**src/rtl/pipe_stage_skid.sv**
```systemverilog
// Generic pipeline stage register with a valid/ready handshake and a one-entry skid buffer.
// in_ready and out_valid are decoded only from state flops, so no combinational path crosses the stage.
module pipe_stage_skid #(
    parameter int unsigned          WIDTH       = 32,
    parameter logic [WIDTH-1:0]     RESET_VALUE = '0,
    parameter int unsigned          CNT_W       = 16
) (
    input  logic             clk,
    input  logic             rst,
    input  logic             flush,
    input  logic             in_valid,
    output logic             in_ready,
    input  logic [WIDTH-1:0] in_data,
    output logic             out_valid,
    input  logic             out_ready,
    output logic [WIDTH-1:0] out_data,
    input  logic             cnt_clr,
    output logic [CNT_W-1:0] stall_cnt
);

    typedef enum logic [1:0] {
        EMPTY = 2'd0,
        FULL  = 2'd1,
        SKID  = 2'd2
    } state_t;

    state_t           r_state;
    state_t           w_state_next;
    logic [WIDTH-1:0] r_main;
    logic [WIDTH-1:0] r_skid;
    logic [CNT_W-1:0] r_cnt;

    logic w_in_fire;
    logic w_out_fire;
    logic w_load_main;
    logic w_main_from_skid;
    logic w_load_skid;

    assign out_valid  = (r_state != EMPTY);
    assign in_ready   = (r_state != SKID);
    assign out_data   = r_main;
    assign stall_cnt  = r_cnt;

    assign w_in_fire  = in_valid && in_ready;
    assign w_out_fire = out_valid && out_ready;

    always_comb begin
        w_state_next     = r_state;
        w_load_main      = 1'b0;
        w_main_from_skid = 1'b0;
        w_load_skid      = 1'b0;
        case (r_state)
            EMPTY: begin
                if (w_in_fire) begin
                    w_load_main  = 1'b1;
                    w_state_next = FULL;
                end
            end
            FULL: begin
                if (w_in_fire && w_out_fire) begin
                    w_load_main = 1'b1;
                end else if (w_out_fire) begin
                    w_state_next = EMPTY;
                end else if (w_in_fire) begin
                    w_load_skid  = 1'b1;
                    w_state_next = SKID;
                end
            end
            SKID: begin
                if (w_out_fire) begin
                    w_main_from_skid = 1'b1;
                    w_state_next     = FULL;
                end
            end
            default: w_state_next = EMPTY;
        endcase
        // Flush only drops validity; data registers are left untouched.
        if (flush) begin
            w_state_next     = EMPTY;
            w_load_main      = 1'b0;
            w_main_from_skid = 1'b0;
            w_load_skid      = 1'b0;
        end
    end

    always_ff @(posedge clk or posedge rst) begin
        if (rst) begin
            r_state <= EMPTY;
            r_main  <= RESET_VALUE;
            r_skid  <= RESET_VALUE;
        end else begin
            r_state <= w_state_next;
            if (w_load_main) begin
                r_main <= in_data;
            end else if (w_main_from_skid) begin
                r_main <= r_skid;
            end
            if (w_load_skid) begin
                r_skid <= in_data;
            end
        end
    end

    always_ff @(posedge clk or posedge rst) begin
        if (rst) begin
            r_cnt <= '0;
        end else if (cnt_clr) begin
            r_cnt <= '0;
        end else if (out_valid && !out_ready && (r_cnt != '1)) begin
            r_cnt <= r_cnt + 1'b1;
        end
    end

endmodule

```
**config.mk**
```make
export PLATFORM = sky130hd
export DESIGN_NAME = pipe_stage_skid
export DESIGN_NICKNAME = d
export VERILOG_FILES = /design/src/rtl/pipe_stage_skid.sv
export SDC_FILE = /design/constraint.sdc
export NUM_CORES = 1
export LEC_CHECK = 0
export CAP_MARGIN = 10
export CORE_MARGIN = 3
export CORE_UTILIZATION = 43
export CTS_CLUSTER_SIZE = 14
export DETAILED_ROUTE_END_ITERATION = 6
export PLACE_DENSITY = 0.72
export SLEW_MARGIN = 20
export SYNTH_ARGS = -nofsm -noshare
export SYNTH_HDL_FRONTEND = slang
export SYNTH_SLANG_ARGS = --single-unit
```
**constraint.sdc**
```tcl
create_clock -name clk -period 3.3 [get_ports clk]
set_clock_uncertainty 0.2 [all_clocks]
set_input_delay 0.66 -clock clk [delete_from_list [all_inputs] [get_ports clk]]
set_output_delay 0.66 -clock clk [all_outputs]
set_load 0.03 [all_outputs]
```
== Word-level counts from Yosys, hierarchy flattened ==
Index checks and enable logic that the tools add are counted.
Word-level totals
  register bits: 82
  output and inout bits: 50
  bits of input ports: 38
  logic and storage cells: 46
Operators by class
  muxes and demuxes: 22
  add/sub/neg operators: 1
  reduce and logical (&&, ||, !) cells: 11
  eq/ne operators: 8
Operators with widths (count)
  $mux 32: 2
  $mux 16: 2
  $add 16x1->16 const B: 1
  $ne 16x16->1 const B: 1
  $mux 2: 6
  $mux 1: 10
  $ne 3x3->1 const B: 3
  $pmux 2 s3: 1
  $reduce_bool 2->1: 3
  $logic_and 1x1->1: 5
  $ne 4x4->1 const B: 1
  $reduce_and 4->1: 1
  $eq 2x1->1 const B: 1
  $eq 2x2->1 const B: 1
  $logic_not 2->1: 1
  $ne 2x2->1 const B: 1
  $pmux 1 s2: 1
  $logic_not 1->1: 1

== Depth between registers and ports, before layout ==
  depth in word-level cells: 7
  gate-level depth with buffers: 6
  depth with buffers taken out: 5

== Least setup slack after synthesis ==
Ideal clock, no wire load.
  kind: register to register
  from: reg r_cnt[0] (netlist: stall_cnt[0])
  to: reg r_cnt[4] (netlist: stall_cnt[4])
  clock period less this slack: 2175 ps
  slack: 1125 ps
  path buffers: 1
  library setup time: 78 ps
  data arrival time: 1897 ps
  stages on the path, launching flop included: 7
  required time: 3022 ps
  path through: dfrtp_1 ha_1 and3_1 and4_4 buf_6 or4_1 a21oi_1
On the way
  cells in the longest elaborated chain, start to end: 3
  elaborated cells between the ends (all ways): 6
  classes of those cells: 1 x add/sub; 1 x eq/ne; 2 x mux; 2 x reduce/logical
RTL lines
  from (decl): RTL line 31  | logic [CNT_W-1:0] r_cnt;
  from (signal assigned): RTL line 110  | r_cnt <= r_cnt + 1'b1;
  $add 16x1->16 or $ne 16x16->1 (tied branches): RTL line 110, 109
  $mux 16 or $logic_and 1x1->1 (tied branches): RTL line 109  | end else if (out_valid && !out_ready && (r_cnt != '1)) begin
  $mux 16 or $reduce_bool 2->1 (tied branches)
Several ways; a longest one is shown, not always the timed one. The select of a mux whose other input is x is not followed.
A chain may end at the register's enable or synchronous reset.

== Final worst setup path ==
  from: reg r_state[0]
  to: out in_ready
On the way
  cells in the longest elaborated chain, start to end: 1
RTL lines
  from (decl): RTL line 27  | state_t r_state;
  from (signal assigned): RTL line 92  | r_state <= w_state_next;
  $ne 2x2->1: RTL line 40  | assign in_ready = (r_state != SKID);
  to (decl): RTL line 12  | output logic in_ready,
No other way between the ends.

==> reports/results.tsv <==
stage	metric	value	unit
cts	clock-pin slew on the worst setup and hold paths	0.08	ns
timing	final setup fails	0	
worst_setup_path	critical path type	flip-flop to output pin	
global_routing	Total GRT Usage	17.15	%
place	DPL Wire Length	5.680	mm
worst_hold_path	hold crit path type	flip-flop to flip-flop	
timing	setup tns final	0	ns
cts	Hold Buf Count CTS	0	
detailed_routing	vias	2743	
die	I/O pins	88	
cts	H-tree depth	3	
die	Die ar.	9751	sq um
logic_synthesis	syn_area_per_cell	11.78	sq um
logic_synthesis	number of synthesized flops with an enable pin	0	
cts	post-CTS setup buffer count	0	
worst_setup_path	Req. time, crit path	2.44	ns
timing	Fin. Hold Viols	0	
logic_synthesis	share of the synthesized area in the top cell type	55.48	%
worst_setup_path	arrival time worst endpoint	1.75	ns
detailed_routing	Routed wire per std cell	15.75	um
place	Port Buffers	87	
global_routing	vias in the first global route	2801	
cts	clock sink count	82	
finish	commonest non-fill, non-tap cell in the layout	clkdlybuf4s50_1	
place	GPL Wtd Cong	0.7977	
die	Die W	98.75	um
cts	post-cts resize count	0	
pwr	clock network power share	29.2	%
logic_synthesis	Synth Flop Type	dfrtp_1	
detailed_routing	Routed Antenna Nets	0	
global_routing	global-route wire length before repair	13.70	mm
worst_setup_path	Worst Path Max Fanout	7	
global_routing	largest net degree at the start of global routing	46	
run	maxcap violations	0	
worst_setup_path	crit path capture type	output pin	
logic_synthesis	Post-Syn Area	3699	sq um
pwr	switching power total	735.0	uW
worst_setup_path	CP Launch Type	flip-flop	
cts	worst skew pair latency	0.33	ns
outcome	status	complete, no violations	
finish	commonest cells after routing, fill and taps aside	clkdlybuf4s50_1, dfrtp_1, nand2_1	
logic_synthesis	sequential fraction of the synthesis area	55.48	%
timing	Final Slew Violations	0	
pwr	PD cells	540.5	nW/um^2
finish	share of cells above drive strength 1	12.75	%
logic_synthesis	synth warn	0	
timing	Worst Tran Pin Value	0.8012	ns
cts	CTS Buffer Depth	2	
place	DP Worst Slack	0.5566	ns
detailed_routing	Vias/cell	5.347	
logic_synthesis	Synth area leader	dfrtp_1	
cts	total CTS buffers	9	
global_routing	GRT overflow	0	
timing	ratio of final minimum period to clock period	79.07	%
logic_synthesis	Yosys cell types	42	
pwr	Int Pwr	1.923	mW
pwr	register share of total power	48.4	%
die	core area	8299	sq um
finish	# diodes	0	
detailed_routing	first-pass iteration count of the detailed router	4	
logic_synthesis	Area contributors post-synth	dfrtp_1, mux2i_1, mux2_2, mux2_1, o21ai_1	
die	die height	98.75	um
timing	max frequency	0.3832	GHz
pwr	Leakage Power	1.993	nW
finish	area grow syn2layout	32.98	%
finish	Layout Nets	443	
detailed_routing	detailed-route DRC error count	0	
timing	RSZ-0062 raised after global routing	false	
pwr	combinational share of power	22.4	%
timing	Relative slew margins	46.59	%
die	initial core utilization	44.57	%
pwr	Peak VDD IR	0.2242	mV
logic_synthesis	Synth Net Count	353	
detailed_routing	1st-iter DRT viols	71	
logic_synthesis	asr flop ratio synth	100.0	%
timing	post-route minimum period	2.609	ns
cts	Root Driver	clkbuf_8	
detailed_routing	drt total wl	8.078	mm
timing	final setup margin	0.6907	ns
logic_synthesis	Cells after Synth	314	
pwr	Switching Fraction	27.65	%
logic_synthesis	FF+latch count, synth	82	
cts	CTS tree	built	
die	Site Rows	33	
global_routing	initial antenna violation count	0	
## layer usage
layer  routed length (um)  global-route usage (%)
met1                 3617                   22.67
met5                    0                       0
met2                 3888                   27.48
met3                  521                   6.086
met4                   50                   3.466
## worst max-delay path, stage by stage, from the launching register on
cell and delay, ns:
dfrtp_1 0.45, nand2b_1 0.25, clkdlybuf4s50_1 0.71
## logic make-up after synthesis
family	share of synthesized area, %
adder cells (fa/ha/maj)	0.3382
AND/OR/NAND/NOR	12.48
AO/OA/AOI/OAI	10.96
buffers and inverters	2.571
multiplexers	18.17
flip-flops	55.48
## synthesized netlist by cell type, types with 4 or more instances
cell and instances:
or4_1 8, nand3_1 6, buf_2 4, a21oi_1 15, clkbuf_1 5, buf_4 4
dfrtp_1 82, mux2_1 13, or3_1 4, o31ai_1 9, mux2i_1 30, nand2_1 35
o21ai_1 29, mux2_2 20, nand4_1 5, nor2_1 5, o21ai_0 4
## flip-flops by register name, summed over array words and instances (netlist names)
name	count
out_data	32
r_state	2
r_skid	32
stall_cnt	16
## path summary, 6_finish.rpt
path / depth (start not counted) / slack [ns] / startpoint / end
worst min register to register: 1 / 0.30 / out_data[29] / out_data[29]
worst max-delay path: 2 / 0.69 / r_state[0] / in_ready
worst max register to register: 5 / 1.22 / stall_cnt[0] / stall_cnt[4]
min in group asynchronous: 2 / 0.56 / rst / out_data[18]
max in group asynchronous: 3 / 1.68 / rst / stall_cnt[10]
worst min-delay path: 1 / 0.30 / out_data[29] / out_data[29]
## cell type report
class / count / area [sq um]
inverter: 3 / 12.51
clock buffer: 10 / 137.6
sequential: 82 / 2052
multi-input combinational: 214 / 1558
tap: 105 / 131.4
clock inverter: 5 / 78.83
fill: 712 / 3381
timing repair buffer: 94 / 948.4
## per-stage QoR
stage	cell area (sq um)	hold WS (ns)	utilization, %	cells	total power, mW
6_report	4918	0.2954	59.26	513	2.658
5_1_grt	4918	0.3143	59.26	513	2.808
4_1_cts	4918	0.2991	59.26	513	2.704
3_5_place_dp	4702	0.2808	56.66	498	1.910
3_3_place_gp	4702	0.2716	56.66	498	1.885
2_1_floorplan	3699	0.2640	-	314	1.641
## power by group through the flow
stage	Sequential (mW)	Combinational (mW)	Clock, mW
2_1_floorplan	1.42	0.219	0
6_report	1.29	0.595	0.777
3_5_place_dp	1.31	0.604	0
5_1_grt	1.31	0.644	0.852
4_1_cts	1.29	0.605	0.812
3_3_place_gp	1.30	0.586	0
No activity file was read; power rests on OpenSTA's default activity.
